### config.mk
export PLATFORM = sky130hd
export DESIGN_NAME = mem_arbiter
export DESIGN_NICKNAME = d
export VERILOG_FILES = /design/src/rtl/mem_arbiter.sv
export SDC_FILE = /design/constraint.sdc
export NUM_CORES = 1
export LEC_CHECK = 0
export BUFFER_PORTS_ARGS = -buffer_cell sky130_fd_sc_hd__buf_2
export CORE_AREA = 3 3 260 262
export DETAILED_ROUTE_END_ITERATION = 12
export DIE_AREA = 0 0 263 265
export GPL_TIMING_DRIVEN = 1
export PLACE_DENSITY = 0.48
export SETUP_SLACK_MARGIN = 0.1
export SLEW_MARGIN = 25
export SYNTH_ARGS = -nofsm -noshare
export SYNTH_HDL_FRONTEND = slang
export SYNTH_SLANG_ARGS = --single-unit
export TNS_END_PERCENT = 30
### constraint.sdc
create_clock -name clock -period 25.2 [get_ports clock]
set_input_delay 1.26 -clock clock [delete_from_list [all_inputs] [get_ports clock]]
set_output_delay 1.26 -clock clock [all_outputs]
set_load 0.02 [all_outputs]
### src/rtl/mem_arbiter.sv
// mem_arbiter: shares one block-wide main memory between the icache (read-only)
// and the dcache (read/write), serialising transfers with round-robin tie-breaking.
module mem_arbiter #(
    parameter int ADDR_W = 6,
    parameter int DATA_W = 128
) (
    input  logic              clock,
    input  logic              reset,
    input  logic              i_read,
    input  logic [ADDR_W-1:0] i_address,
    output logic [DATA_W-1:0] i_readdata,
    output logic              i_busywait,
    input  logic              d_read,
    input  logic              d_write,
    input  logic [ADDR_W-1:0] d_address,
    input  logic [DATA_W-1:0] d_writedata,
    output logic [DATA_W-1:0] d_readdata,
    output logic              d_busywait,
    output logic              mem_read,
    output logic              mem_write,
    output logic [ADDR_W-1:0] mem_address,
    output logic [DATA_W-1:0] mem_writedata,
    input  logic [DATA_W-1:0] mem_readdata,
    input  logic              mem_busywait
);
    typedef enum logic [1:0] {IDLE, SERVE_I, SERVE_D} state_t;
    state_t state, next_state;
    logic i_done, d_done, seen_busy, last_grant_d;
    logic i_req, d_req, grant_i, grant_d, complete;

    always_ff @(posedge clock or posedge reset) begin
        if (reset)
            state <= IDLE;
        else
            state <= next_state;
    end

    always_comb begin
        next_state = grant_d ? SERVE_D : grant_i ? SERVE_I : complete ? IDLE : state;
    end

    // Done flags mask a just-served port while its requester drops the strobe.
    always_comb begin
        i_req      = i_read & ~i_done;
        d_req      = (d_read | d_write) & ~d_done;
        i_busywait = i_req;
        d_busywait = d_req;
        grant_d    = state == IDLE & d_req & (~i_req | ~last_grant_d);
        grant_i    = state == IDLE & i_req & ~grant_d;
        complete   = state != IDLE & ~mem_busywait & seen_busy;
    end

    always_ff @(posedge clock or posedge reset) begin
        if (reset) begin
            mem_read      <= 1'b0;
            mem_write     <= 1'b0;
            mem_address   <= '0;
            mem_writedata <= '0;
            i_readdata    <= '0;
            d_readdata    <= '0;
            i_done        <= 1'b0;
            d_done        <= 1'b0;
            seen_busy     <= 1'b0;
            last_grant_d  <= 1'b0;
        end else begin
            i_done <= complete & state == SERVE_I;
            d_done <= complete & state == SERVE_D;
            if (grant_i | grant_d) begin
                mem_address  <= grant_d ? d_address : i_address;
                mem_read     <= grant_i | ~d_write;
                mem_write    <= grant_d & d_write;
                last_grant_d <= grant_d;
                seen_busy    <= 1'b0;
            end else if (state != IDLE & mem_busywait) begin
                seen_busy <= 1'b1;
            end
            if (grant_d)
                mem_writedata <= d_writedata;
            if (complete) begin
                mem_read  <= 1'b0;
                mem_write <= 1'b0;
            end
            if (complete & mem_read & state == SERVE_I)
                i_readdata <= mem_readdata;
            if (complete & mem_read & state == SERVE_D)
                d_readdata <= mem_readdata;
        end
    end
endmodule

==> results.cfg <==
[outcome]
status = finished clean

[layout]
nets = 1826
area_growth_pct = 36.8
final_common_cell = buf_2
fill_cells = 6604
drive_gt1_share_pct = 72.6
layout_common_cells = 667 x buf_2, 398 x dfrtp_1, 287 x mux2_2
diodes = 0

[global_routing]
grt_pass1_vias = 10869
grt_usage_pct = 12.8
antenna_found_initial = 4
grt_pass1_wl_um = 69700
grt_max_degree = 83
overflow = 0

[drt]
vias = 9985
wl_per_cell_um = 19.0
antenna_left = 0
first_pass_iters = 4
drt-initial-drc-count = 330
wirelength_um = 46400
drc_errors = 0
vias_per_cell = 4.08

[synth]
syn_area_sq_um = 15400
seq_area_frac_synth_pct = 64.6
synth_area_leaders = dfrtp_1 65%, mux2_2 21%, mux2_4 9.7%
synth_ff_type = dfrtp_1
async_reset_ff_share_pct = 100
synth_top_area_share_pct = 64.6
yosys_warnings = 0
synth_edf_count = 0
avgSynthCellArea_sq_um = 17.7
synth_nets = 1143
ys_seq_elements = 398
yosysTopAreaCell = dfrtp_1
synthCells = 869
synth_cell_type_count = 28

[worst_setup_path]
cp.required_ns = 25.64
reg2regPathDepth = 6
path_max_fanout = 50
timing_worst_setup_path_type = in -> reg
cp-start-kind = input port
arrival_ns = 4.53
end_kind = register

[placed_design]
dpl.hpwl_um = 34400
placement.io_buffers = 667
place_congestion = 0.789

[clock_tree]
htreeDepth = 2
clkLatencyLatePin_ns = 0.55
cts.path.max_buffers = 3
root_buffer = clkbuf_16
post_cts_buffers = 0
cts_resized = 0
cts.sinks = 398
path_clk_slew_ns = 0.06
cts_buffers = 46
tritoncts = done
ctsHoldBuffers = 0

[worst_hold_path]
hold_path_class = reg -> reg
hold_path_depth = 1

[power]
power_density_nw_per_um2 = 147
fin_total_pwr_uw = 3100
leakagePower_uw = 0.0105
ir_drop_v = 0.0000702

[floorplan]
ios = 668
initial_core_util_pct = 23.5
die_h_um = 265
fp.dieW_um = 263
dieArea_sq_um = 69700
core-area_sq_um = 65600
rows = 94

[timing]
min_period_ns = 4.10
max_freq_ghz = 0.244
worst_pin_slew_ns = 0.976
setup-tns-final_ns = 0
setup_viol = 0
fin_skew_ns = 0.00904
period_share_pct = 16.3
max_slew_margin_pct = 34.9
hold_viol = 0
drv_slew = 0
rsz0062_at_grt = no

[job]
max_cap_viol_count = 0
## registers in the layout (all words and copies together) (netlist names)
name,flops
seen_busy,1
mem_read,1
state,2
last_grant_d,1
mem_address,6
mem_writedata,128
i_readdata,128
d_done,1
mem_write,1
d_readdata,128
i_done,1
## final timing paths
check / start / to / slack [ns]
max: i_read / mem_writedata[40] / 21.10
min: mem_writedata[6] / mem_writedata[6] / 0.49
max reg2reg: state[0] / mem_writedata[40] / 21.34
min reg2reg: mem_writedata[6] / mem_writedata[6] / 0.49
max in group asynchronous: reset / d_readdata[64] / 22.63
min in group asynchronous: reset / i_readdata[121] / 0.79
## cell type report
type / instances / area [sq um] / area share (%)
clock buffer: 64 / 1370 / 6.50
clock inverter: 16 / 174 / 0.825
inverter: 4 / 22.5 / 0.107
multi-input combinational: 423 / 5050 / 23.9
sequential: 398 / 9960 / 47.2
tap: 864 / 1080 / 5.13
timing repair buffer: 679 / 3440 / 16.3
## logic make-up (layout without fill, tap and decap cells)
kind of cell | after synthesis | after routing | synth area share [%]
compound gates | 11 | 11 | 0.560
simple gates | 16 | 16 | 0.771
flops | 398 | 398 | 64.6
mux | 396 | 396 | 31.4
buf+inv | 48 | 763 | 2.73
## worst max-delay path, cell delays in order
cell      delay, ns
buf_2          0.11
and2b_4        0.19
a211oi_4       0.33
buf_4          0.47
buf_4          0.76
buf_4          0.84
mux2_4         0.36
## stage by stage
step | worst slack [ns] | utilization [%] | hold slack, ns | instances | cell area, sq um
after CTS | 21.19 | 32.1 | 0.482 | 2448 | 21100
after global placement | 20.64 | 29.8 | 0.467 | 2368 | 19500
final | 21.10 | 32.1 | 0.487 | 2448 | 21100
after detailed placement | 20.54 | 29.8 | 0.469 | 2368 | 19500
after floorplan | 12.87 | - | 0.477 | 869 | 15400
after global routing | 21.02 | 32.1 | 0.494 | 2448 | 21100
## synth_stat cells, types with 2 or more instances
cell / number
buf_2: 28
mux2_2: 287
buf_12: 11
buf_6: 3
mux2_1: 9
nor3b_1: 2
a21oi_1: 4
nand2_1: 2
nor3_1: 2
mux2_4: 100
dfrtp_1: 398
inv_1: 4
and4b_1: 2
nor2_1: 3
## routing by layer
metal | wire (um) | vias up | GRT usage, %
li1 | - | 4441 | -
met1 | 16800 | 5036 | 14.0
met2 | 24300 | 423 | 23.3
met3 | 4170 | 79 | 4.68
met4 | 1100 | 6 | 3.65
met5 | 52 | - | 0
## report_power, final
group	switching, uW	internal (uW)	leakage [uW]
logic	743	575	0.00489
clock network	269	409	0.000766
registers	158	945	0.00489
(Power assumes the default switching activity.)
